--- src/rtl/alu_rs_pkg.sv ---
`default_nettype none
// ============================================================================
// Package : alu_rs_pkg
// Purpose : Shared sizes and types for the ALU reservation-station scheduler.
//           Holds the slot/tag widths, the slot count, the index/tag/count
//           typedefs and the common data bus broadcast struct.
// Revision: 1.0 - initial release
// ============================================================================
package alu_rs_pkg;

  localparam int ALU_RS_DEPTH     = 3;                  // log2 of slot count
  localparam int ROB_DEPTH        = 3;                  // ROB tag width
  localparam int ALU_RS_NUM_ELEMS = 2 ** ALU_RS_DEPTH;  // slot count

  typedef logic [ROB_DEPTH-1:0]    rob_tag_t;
  typedef logic [ALU_RS_DEPTH-1:0] rs_idx_t;
  typedef logic [ALU_RS_DEPTH:0]   rs_count_t;          // holds 0..N inclusive

  typedef struct packed {
    logic     valid;
    rob_tag_t tag;
  } cdb_t;

endpackage
`default_nettype wire

--- src/rtl/alu_rs_issue_sched_if.sv ---
`default_nettype none
// ============================================================================
// Interface: alu_rs_issue_sched_if
// Purpose  : Dispatch, CDB, issue and flush signals between the pipeline
//            (master) and the ALU reservation-station scheduler (slave).
// Signals  : alloc_valid/alloc_ready/alloc_idx/alloc_rs{1,2}_{tag,rdy}
//            cdb (valid, tag), issue_valid/issue_idx/issue_ready,
//            flush, free_slot_count
// Revision : 1.0 - initial release
// ============================================================================
interface alu_rs_issue_sched_if;
  import alu_rs_pkg::*;

  logic      alloc_valid;
  logic      alloc_ready;
  rs_idx_t   alloc_idx;
  rob_tag_t  alloc_rs1_tag;
  logic      alloc_rs1_rdy;
  rob_tag_t  alloc_rs2_tag;
  logic      alloc_rs2_rdy;
  cdb_t      cdb;
  logic      issue_valid;
  rs_idx_t   issue_idx;
  logic      issue_ready;
  logic      flush;
  rs_count_t free_slot_count;

  modport master (
    output alloc_valid, alloc_rs1_tag, alloc_rs1_rdy, alloc_rs2_tag,
           alloc_rs2_rdy, cdb, issue_ready, flush,
    input  alloc_ready, alloc_idx, issue_valid, issue_idx, free_slot_count
  );

  modport slave (
    input  alloc_valid, alloc_rs1_tag, alloc_rs1_rdy, alloc_rs2_tag,
           alloc_rs2_rdy, cdb, issue_ready, flush,
    output alloc_ready, alloc_idx, issue_valid, issue_idx, free_slot_count
  );

endinterface
`default_nettype wire

--- src/rtl/age_oldest_sel.sv ---
`default_nettype none
// ============================================================================
// Module  : age_oldest_sel
// Purpose : Pure combinational oldest-first picker driven by an age matrix.
//           older[i][j]=1 means entry i was allocated before entry j.
// Ports   : eligible  in  NUM        candidate entries
//           older     in  NUM x NUM  age matrix
//           grant     out NUM        one-hot oldest eligible entry
//           grant_idx out IDX_W      binary index of grant
//           any       out 1          at least one entry eligible
// Revision: 1.0 - initial release
// ============================================================================
module age_oldest_sel #(
  parameter int NUM   = 8,
  parameter int IDX_W = $clog2(NUM)
) (
  input  wire logic [NUM-1:0]           eligible,
  input  wire logic [NUM-1:0][NUM-1:0]  older,
  output logic      [NUM-1:0]           grant,
  output logic      [IDX_W-1:0]         grant_idx,
  output logic                          any
);

  logic blocked;

  // An eligible entry wins when no other eligible entry is older than it.
  // The matrix is a total order over occupied slots, so grant is one-hot.
  always_comb begin
    grant     = '0;
    grant_idx = '0;
    blocked   = 1'b0;
    for (int j = 0; j < NUM; j++) begin
      blocked = 1'b0;
      for (int i = 0; i < NUM; i++) begin
        blocked = blocked | (eligible[i] & older[i][j]);
      end
      grant[j] = eligible[j] & ~blocked;
    end
    for (int j = 0; j < NUM; j++) begin
      if (grant[j]) grant_idx = grant_idx | IDX_W'(j);
    end
  end

  assign any = |eligible;

endmodule
`default_nettype wire

--- src/rtl/alu_rs_issue_sched.sv ---
`default_nettype none
// ============================================================================
// Module  : alu_rs_issue_sched
// Purpose : Wakeup/select scheduler for the ALU reservation station. Tracks
//           per-slot occupancy, source tags/ready bits and relative age;
//           grants the lowest free slot to dispatch, wakes sources on CDB
//           broadcasts and issues the oldest fully-ready slot.
// Ports   : clk  in  1   clock, rising edge
//           rst  in  1   asynchronous active-high reset
//           bus  slave   alloc / cdb / issue / flush / free_slot_count
// Revision: 1.0 - initial release
// ============================================================================
module alu_rs_issue_sched
  import alu_rs_pkg::*;
(
  input  wire logic             clk,
  input  wire logic             rst,
  alu_rs_issue_sched_if.slave   bus
);

  localparam int N = ALU_RS_NUM_ELEMS;

  logic [N-1:0]          valid;
  logic [N-1:0]          rs1_rdy;
  logic [N-1:0]          rs2_rdy;
  rob_tag_t [N-1:0]      rs1_tag;
  rob_tag_t [N-1:0]      rs2_tag;
  logic [N-1:0][N-1:0]   older;
  logic [N-1:0][N-1:0]   older_nxt;
  rs_count_t             count;

  logic                  alloc_ready_c;
  rs_idx_t               alloc_idx_c;
  logic                  alloc_fire;
  logic                  issue_fire;
  logic [N-1:0]          alloc_mask;
  logic [N-1:0]          issue_mask;
  logic [N-1:0]          eligible;
  logic [N-1:0]          grant;
  rs_idx_t               issue_idx_c;
  logic                  issue_valid_c;
  logic [N-1:0]          rs1_hit;
  logic [N-1:0]          rs2_hit;
  logic                  alloc_rs1_hit;
  logic                  alloc_rs2_hit;

  // Lowest-index free slot; sees only registered occupancy so a slot
  // freed by this cycle's issue is not offered until the next cycle.
  always_comb begin
    alloc_ready_c = 1'b0;
    alloc_idx_c   = '0;
    for (int i = N - 1; i >= 0; i--) begin
      if (!valid[i]) begin
        alloc_ready_c = 1'b1;
        alloc_idx_c   = rs_idx_t'(i);
      end
    end
  end

  // Tag CAM against the broadcast, including the same-cycle dispatch bypass.
  always_comb begin
    for (int i = 0; i < N; i++) begin
      rs1_hit[i] = bus.cdb.valid && (rs1_tag[i] == bus.cdb.tag);
      rs2_hit[i] = bus.cdb.valid && (rs2_tag[i] == bus.cdb.tag);
    end
  end
  assign alloc_rs1_hit = bus.cdb.valid && (bus.alloc_rs1_tag == bus.cdb.tag);
  assign alloc_rs2_hit = bus.cdb.valid && (bus.alloc_rs2_tag == bus.cdb.tag);

  assign eligible = valid & rs1_rdy & rs2_rdy;

  age_oldest_sel #(
    .NUM   (N),
    .IDX_W (ALU_RS_DEPTH)
  ) u_sel (
    .eligible  (eligible),
    .older     (older),
    .grant     (grant),
    .grant_idx (issue_idx_c),
    .any       (issue_valid_c)
  );

  assign alloc_fire = bus.alloc_valid & alloc_ready_c;
  assign issue_fire = issue_valid_c & bus.issue_ready;
  assign alloc_mask = alloc_fire ? (N'(1) << alloc_idx_c) : '0;
  assign issue_mask = issue_fire ? grant : '0;

  // Age update: a new slot is younger than every slot that stays occupied;
  // an issuing slot drops out of the ordering entirely.
  always_comb begin
    for (int i = 0; i < N; i++) begin
      for (int j = 0; j < N; j++) begin
        older_nxt[i][j] = older[i][j];
        if (issue_mask[i] || issue_mask[j]) older_nxt[i][j] = 1'b0;
        if (alloc_mask[i])                  older_nxt[i][j] = 1'b0;
        if (alloc_mask[j])                  older_nxt[i][j] = valid[i] & ~issue_mask[i];
      end
    end
  end

  always_ff @(posedge clk or posedge rst) begin
    if (rst) begin
      valid   <= '0;
      rs1_rdy <= '0;
      rs2_rdy <= '0;
      rs1_tag <= '0;
      rs2_tag <= '0;
      older   <= '0;
      count   <= rs_count_t'(N);
    end else if (bus.flush) begin
      valid   <= '0;
      rs1_rdy <= '0;
      rs2_rdy <= '0;
      older   <= '0;
      count   <= rs_count_t'(N);
    end else begin
      for (int i = 0; i < N; i++) begin
        if (issue_mask[i]) valid[i] <= 1'b0;
        if (alloc_mask[i]) begin
          valid[i]   <= 1'b1;
          rs1_tag[i] <= bus.alloc_rs1_tag;
          rs2_tag[i] <= bus.alloc_rs2_tag;
          rs1_rdy[i] <= bus.alloc_rs1_rdy | alloc_rs1_hit;
          rs2_rdy[i] <= bus.alloc_rs2_rdy | alloc_rs2_hit;
        end else if (valid[i]) begin
          if (rs1_hit[i]) rs1_rdy[i] <= 1'b1;
          if (rs2_hit[i]) rs2_rdy[i] <= 1'b1;
        end
      end
      older <= older_nxt;
      count <= count + rs_count_t'(issue_fire) - rs_count_t'(alloc_fire);
    end
  end

  assign bus.alloc_ready     = alloc_ready_c;
  assign bus.alloc_idx       = alloc_idx_c;
  assign bus.issue_valid     = issue_valid_c;
  assign bus.issue_idx       = issue_idx_c;
  assign bus.free_slot_count = count;

  // The free counter must stay within 0..N and agree with occupancy.
  a_count_range : assert property (@(posedge clk) disable iff (rst)
    (count <= rs_count_t'(N)) && (32'(count) == N - $countones(valid)));

endmodule
`default_nettype wire

--- src/flat_wrapper.sv ---
// flat-port wrapper written by rule: the top's interface ports become plain ports
module alu_rs_issue_sched_flat import alu_rs_pkg::*;
  (clk, rst, bus_alloc_valid, bus_alloc_rs1_tag, bus_alloc_rs1_rdy, bus_alloc_rs2_tag, bus_alloc_rs2_rdy, bus_cdb, bus_issue_ready, bus_flush, bus_alloc_ready, bus_alloc_idx, bus_issue_valid, bus_issue_idx, bus_free_slot_count);
  alu_rs_issue_sched_if bus_i ();
  input  wire logic clk;
  input  wire logic rst;
  input wire logic [$bits(bus_i.alloc_valid)-1:0] bus_alloc_valid;
  input wire logic [$bits(bus_i.alloc_rs1_tag)-1:0] bus_alloc_rs1_tag;
  input wire logic [$bits(bus_i.alloc_rs1_rdy)-1:0] bus_alloc_rs1_rdy;
  input wire logic [$bits(bus_i.alloc_rs2_tag)-1:0] bus_alloc_rs2_tag;
  input wire logic [$bits(bus_i.alloc_rs2_rdy)-1:0] bus_alloc_rs2_rdy;
  input wire logic [$bits(bus_i.cdb)-1:0] bus_cdb;
  input wire logic [$bits(bus_i.issue_ready)-1:0] bus_issue_ready;
  input wire logic [$bits(bus_i.flush)-1:0] bus_flush;
  output wire logic [$bits(bus_i.alloc_ready)-1:0] bus_alloc_ready;
  output wire logic [$bits(bus_i.alloc_idx)-1:0] bus_alloc_idx;
  output wire logic [$bits(bus_i.issue_valid)-1:0] bus_issue_valid;
  output wire logic [$bits(bus_i.issue_idx)-1:0] bus_issue_idx;
  output wire logic [$bits(bus_i.free_slot_count)-1:0] bus_free_slot_count;
  assign bus_i.alloc_valid = bus_alloc_valid;
  assign bus_i.alloc_rs1_tag = bus_alloc_rs1_tag;
  assign bus_i.alloc_rs1_rdy = bus_alloc_rs1_rdy;
  assign bus_i.alloc_rs2_tag = bus_alloc_rs2_tag;
  assign bus_i.alloc_rs2_rdy = bus_alloc_rs2_rdy;
  assign bus_i.cdb = bus_cdb;
  assign bus_i.issue_ready = bus_issue_ready;
  assign bus_i.flush = bus_flush;
  assign bus_alloc_ready = bus_i.alloc_ready;
  assign bus_alloc_idx = bus_i.alloc_idx;
  assign bus_issue_valid = bus_i.issue_valid;
  assign bus_issue_idx = bus_i.issue_idx;
  assign bus_free_slot_count = bus_i.free_slot_count;
  alu_rs_issue_sched u_core (.clk(clk), .rst(rst), .bus(bus_i));
endmodule
--- config.mk ---
export PLATFORM = sky130hd
export DESIGN_NAME = alu_rs_issue_sched_flat
export DESIGN_NICKNAME = d
export VERILOG_FILES = /design/src/rtl/alu_rs_pkg.sv /design/src/rtl/alu_rs_issue_sched_if.sv /design/src/rtl/age_oldest_sel.sv /design/src/rtl/alu_rs_issue_sched.sv /design/src/flat_wrapper.sv
export SDC_FILE = /design/constraint.sdc
export NUM_CORES = 1
export LEC_CHECK = 0
export CORE_MARGIN = 5
export CORE_UTILIZATION = 51
export DETAILED_ROUTE_END_ITERATION = 16
export GPL_ROUTABILITY_DRIVEN = 0
export PLACE_DENSITY = 0.69
export SYNTH_ARGS = -nofsm -noshare
export SYNTH_HDL_FRONTEND = slang
export SYNTH_SLANG_ARGS = --single-unit
--- constraint.sdc ---
create_clock -name clk -period 12.07 [get_ports clk]
set_clock_uncertainty 0.05 [all_clocks]
set_input_delay 2.414 -clock clk [delete_from_list [all_inputs] [get_ports clk]]
set_output_delay 2.414 -clock clk [all_outputs]
set_load 0.005 [all_outputs]
[Yosys cells after proc, flatten, opt, wreduce, memory -nomap -nowiden]
Cells that the tools add are included.
Operators by class
  $add $sub $neg: 2
  multiply operators: 0
  div/mod/pow operators: 0
  magnitude comparators: 0
  equal/unequal tests: 18
  shift-type cells: 1
  multiplexer cells: 242
  bitwise logic cells: 159
  reduce and logical (&&, ||, !) cells: 131
Operator list (number)
  1-bit two-way mux: 221
  4-bit nonzero test: 28
  3-bit nonzero test: 32
  1-bit bitwise AND: 82
  64-bit two-way mux: 1
  1-bit OR: 58
  3-bit equality test: 18
  2-bit AND reduction: 24
  8-bit two-way mux: 5
  3-bit two-way mux: 12
  1-bit logical OR: 28
  1-bit logical AND: 18
  1-bit inverter: 17
  8-bit bitwise AND: 2
  8-bit OR reduction: 1
  1-bit by 3-bit left shift with 8-bit output, first input constant: 1
  4-bit by 1-bit adder with 4-bit output: 1
  2-bit two-way mux: 2
  4-bit two-way mux: 1
  4-bit by 1-bit subtractor with 4-bit output: 1
Storage, ports and cells
  bits in registers: 140
  latch bits: 0
  RAM bits: 0
  ROM bits: 0
  input port bits: 17
  output and inout bits: 12
  logic and storage cells: 658
  memories: 0

[Logic depth before layout (Yosys ltp)]
  word-level depth: 19
  mapped depth: 12
  depth with buffers taken out: 10

[Cells and area by module]
A second synthesis with hierarchy kept.
Second synthesis, totals
  cells, all modules: 628
  area total of the unflattened synthesis: 7005.5 µm²
Modules (own cells, without submodules)
  alu_rs_issue_sched: instances 1, cells an instance 559, area an instance 6528.8 µm², sequential area each 3504.6 µm²
  age_oldest_sel: instances 1, cells an instance 69, area an instance 476.7 µm², sequential area each 0.0 µm²

[Least setup slack after synthesis]
OpenSTA, ideal clock, no wires.
  path type: register -> output
  start: register u_core.rs2_rdy[4]
  end: output bus_issue_idx[0]
  arrival time: 1.566 ns
  required time: 9.606 ns
  slack: 8.040 ns
  stages on the path, launching flop included: 6
  path buffers: 0
  cell sequence: dfrtp_1 and3_4 a2111oi_0 nand3_1 and2_1 nand3_1
On the way
  cells in the longest elaborated chain, start to end: 15
  elaborated cells between the ends (all ways): 36
  classes of those cells: 7 x mux; 29 x bitwise
Ends and longest elaborated chain
  start, declared: RTL line alu_rs_issue_sched.sv:25  | logic [N-1:0] rs2_rdy;
  start signal, assigned by index: RTL line alu_rs_issue_sched.sv:124  | rs2_rdy[i] <= bus.alloc_rs2_rdy | alloc_rs2_hit;
  8-bit bitwise AND *: RTL line alu_rs_issue_sched.sv:70  | assign eligible = valid & rs1_rdy & rs2_rdy;
  1-bit bitwise AND: RTL line age_oldest_sel.sv:35  | blocked = blocked | (eligible[i] & older[i][j]);
  1-bit OR (4 in a row): RTL line age_oldest_sel.sv:35
  1-bit inverter: RTL line age_oldest_sel.sv:37  | grant[j] = eligible[j] & ~blocked;
  1-bit bitwise AND: RTL line age_oldest_sel.sv:37
  1-bit two-way mux: RTL line age_oldest_sel.sv:40  | if (grant[j]) grant_idx = grant_idx | IDX_W'(j);
  2-bit two-way mux (2 in a row): RTL line age_oldest_sel.sv:40
  3-bit two-way mux (3 in a row): RTL line age_oldest_sel.sv:40
  3-bit two-way mux *: RTL line age_oldest_sel.sv:40
  end, declared: RTL line flat_wrapper.sv:18  | output wire logic [$bits(bus_i.issue_idx)-1:0] bus_issue_idx;
Mark *: on every way between the ends. The rest lies on a longest branch, timed or not.

[Worst setup path after layout]
  start: register u_core.valid[4]
  end: output bus_issue_idx[2]
On the way
  cells in the longest elaborated chain, start to end: 13
  elaborated cells between the ends (all ways): 34
  classes of those cells: 4 x mux; 30 x bitwise
Ends and longest elaborated chain
  start, declared: RTL line alu_rs_issue_sched.sv:23  | logic [N-1:0] valid;
  start signal, assigned: RTL line alu_rs_issue_sched.sv:103  | valid <= '0;
  start signal, assigned: RTL line alu_rs_issue_sched.sv:111  | valid <= '0;
  start signal, assigned by index: RTL line alu_rs_issue_sched.sv:118  | if (issue_mask[i]) valid[i] <= 1'b0;
  8-bit bitwise AND * (2 in a row): RTL line alu_rs_issue_sched.sv:70
  1-bit bitwise AND: RTL line age_oldest_sel.sv:35
  1-bit OR (4 in a row): RTL line age_oldest_sel.sv:35
  1-bit inverter: RTL line age_oldest_sel.sv:37
  1-bit bitwise AND: RTL line age_oldest_sel.sv:37
  3-bit two-way mux (3 in a row): RTL line age_oldest_sel.sv:40
  3-bit two-way mux *: RTL line age_oldest_sel.sv:40
Marks and branches as above.

==> results.json <==
{
  "whs_endpoint": "u_core.rs2_tag[20]$_DFFE_PP0P_",
  "antenna_found_initial": 0,
  "worstReg2RegEnd": "u_core.older[1]$_DFFE_PP0P_",
  "ys_ff_latch": 140,
  "synth.most_common_cell": "dfrtp_1",
  "worst_slack_ns": 6.46,
  "min-delay-start": "u_core.rs2_tag[20]$_DFFE_PP0P_",
  "r2r_cells": 5,
  "top_layer": "met4",
  "p_leak_nw": 3.45,
  "clockBufferDepth": 2,
  "drv_cap": 0,
  "synth_ff_type": "dfrtp_1",
  "crit_start": "u_core.valid[4]$_DFFE_PP0P_",
  "synth.area.top_cells": "dfrtp_1 48%, mux2_2 5.6%, o32ai_1 5.3%, xor2_1 4.5%, nand2_1 3.1%",
  "syn-mean-instance-area_um2": 10.3,
  "grt_usage_pct": 27.5,
  "worstSetupEndpointType": "primary output",
  "route.layer.met1.wl_mm": 8.56,
  "yosysTopAreaCell": "dfrtp_1",
  "status": "completed",
  "startpoint_type": "flip-flop",
  "cts-resized-gates": 0,
  "finalMaxSlewViolations": 0,
  "yosys_warnings": 0,
  "period_needed_ns": 5.61,
  "maxSlewHeadroom_pct": 25.7,
  "worstPathArrival_ns": 3.15,
  "final_net_count": 727,
  "yosysSeqAreaShare_pct": 48.5,
  "die_h_um": 129,
  "dr.first_iter.drc_count": 833,
  "whs_path_depth": 2,
  "first_global_vias": 6132,
  "rsz0062_at_grt": "false",
  "grt_overflow": 0,
  "fmax_ghz": 0.178,
  "crit_top_cell": "nand3_1",
  "initial_core_util_pct": 52.0,
  "cts.clk_slew.worst_paths_ns": 0.06,
  "crit_slowest_cell": "dfrtp_1",
  "portBuffers": 28,
  "hold_path.class": "flip-flop to flip-flop",
  "reg2reg_from": "u_core.valid[3]$_DFFE_PP0P_",
  "drive_gt1_share_pct": 13.0,
  "post-place-ws_ns": 6.83,
  "dp.final_hpwl_mm": 14.6,
  "irDropWorstVdd_mv": 0.157,
  "dieArea_um2": 16600,
  "ctsHoldBuffers": 0,
  "synth_common_cells": "139 x dfrtp_1, 59 x nand2_1, 57 x inv_1, 44 x o32ai_1, 37 x xor2_1",
  "cts_root_buffer": "clkbuf_16",
  "yosys.cell_types.count": 58,
  "dpl_cell_area_um2": 7540,
  "via_count": 6017,
  "synth_top_area_share_pct": 48.2,
  "setup_viol": 0,
  "cts_max_level": 4,
  "routed_wl_mm": 21.7,
  "via_per_inst": 6.70,
  "cts_tree": "built",
  "async_flop_share_pct": 100,
  "grt_max_degree": 82,
  "cp_slowest_stage_delay_ns": 0.55,
  "ff2ff_setup_slack_ns": 8.89,
  "ant_nets": 0,
  "syn_nets": 720,
  "diodes": 0,
  "postCtsSetupBuffers": 0,
  "synth_edf_count": 0,
  "period_share_pct": 46.5,
  "synth_area_um2": 7220,
  "tns_ns": 0,
  "core-area_um2": 13900,
  "grt_pass1_wl_mm": 34.7,
  "clk_latency_ns": 0.43,
  "hold_viol": 0,
  "synthToLayoutAreaGrowth_pct": 12.9,
  "wl_met2_mm": 9.92,
  "dr_wl_met3_mm": 2.32,
  "worst-path-max-fanout": 15,
  "die_w_um": 129,
  "path_cells": "and3_4 -> a2111oi_0 -> nand3_1 -> and2_1 -> nand3_1 -> clkdlybuf4s50_1",
  "drtPass1Iterations": 5,
  "design_area_um2": 8160,
  "ios": 29,
  "power.density_nw_per_um2": 143,
  "cp.required_ns": 9.61,
  "clock-sinks": 140,
  "crit_type": "flip-flop to primary output",
  "worstMarginPinSlew_ns": 1.11,
  "num_rows": 43,
  "cts_buffers": 17,
  "hold_slack_ns": 0.444,
  "wl_per_cell_um": 24.2,
  "drc": 0,
  "syn_inst": 698
}
[worst max path at each step]
| stage | end | depth (start not counted) | slack [ns] |
|---|---|---|---|
| 4_1_cts | bus_issue_idx[2] | 6 | 6.53 |
| 3_5_place_dp | u_core.rs1_tag[23]$_DFFE_PP0P_ | 6 | 6.83 |
| 6_report | bus_issue_idx[2] | 6 | 6.46 |
| 2_1_floorplan | u_core.bus.free_slot_count[0]$_DFF_PP0_ | 1 | 5.85 |
| 3_3_place_gp | u_core.rs2_tag[23]$_DFFE_PP0P_ | 6 | 6.90 |
| 5_1_grt | bus_issue_idx[2] | 6 | 6.31 |
[logic make-up after synthesis]
kind of cell | Yosys count | synth area share [%]
simple gates | 204 | 14.9
flops | 140 | 48.5
compound gates | 154 | 16.9
buf+inv | 102 | 6.13
mux | 36 | 5.61
xor+xnor | 57 | 6.91
fa+ha+maj | 5 | 0.970
[through the flow]
step,cells,utilization (%),power [mW]
6_report,898,58.8,1.16
5_1_grt,898,58.8,1.20
4_1_cts,898,58.8,1.17
3_5_place_dp,866,54.3,0.619
3_3_place_gp,866,54.3,0.615
2_1_floorplan,698,-,0.581
[where the power goes]
group | internal [mW] | switching (mW)
sequential | 0.489 | 0.0178
combinational | 0.0443 | 0.0612
clock | 0.349 | 0.203
[per-layer routing]
layer	track usage, %	vias to the layer above
met2	42.0	409
li1	-	2570
met5	0	-
met1	36.5	2941
met3	8.86	97
met4	11.1	0
[worst max-delay path: cells and delay by family, from the launching register on]
kind | cells | cell delay (ns)
compound gates | 1 | 0.50
flops | 1 | 0.55
buf+inv | 1 | 0.52
simple gates | 4 | 1.14
[final cells by class]
cell class	count	area [um^2]
fillers	1157	5730
flip-flops and latches	140	3500
multi-input cells	456	3280
clock buffers	20	447
repair buffers	32	310
well taps	180	225
inverters	58	223
clock inverters	12	170
[state kept, by name, indices dropped and copies added (netlist names)]
name                        count
u_core.rs2_tag                 24
u_core.older                   64
u_core.bus.free_slot_count      4
u_core.rs1_tag                 24
u_core.rs1_rdy                  8
u_core.valid                    8
u_core.rs2_rdy                  8
[cells in the final DEF, fill, tap and decap left out, types with 4 or more instances in the layout]
master           count
nor2_1              27
buf_4                4
dfrtp_1            139
nor4_1               8
a41oi_1              4
o21ai_2              6
nand3_1             29
bufinv_16            4
o2111a_1             6
inv_1               56
o41ai_1              4
o22ai_1              9
nand2_1             59
and3_1              11
ha_1                 4
xor2_1              37
o32ai_1             44
a22oi_1              7
nor2b_1              4
clkinv_2             4
clkinvlp_4           4
nand4_1             22
o211ai_1             6
a211oi_1            11
nor3_1              17
a21oi_1             25
and3_4               4
clkbuf_16           17
xnor2_1             20
mux2_2              36
and2_1               7
o21ai_1              9
clkdlybuf4s50_1     28
o2111ai_1            5
Power figures use the tool's default switching activity.
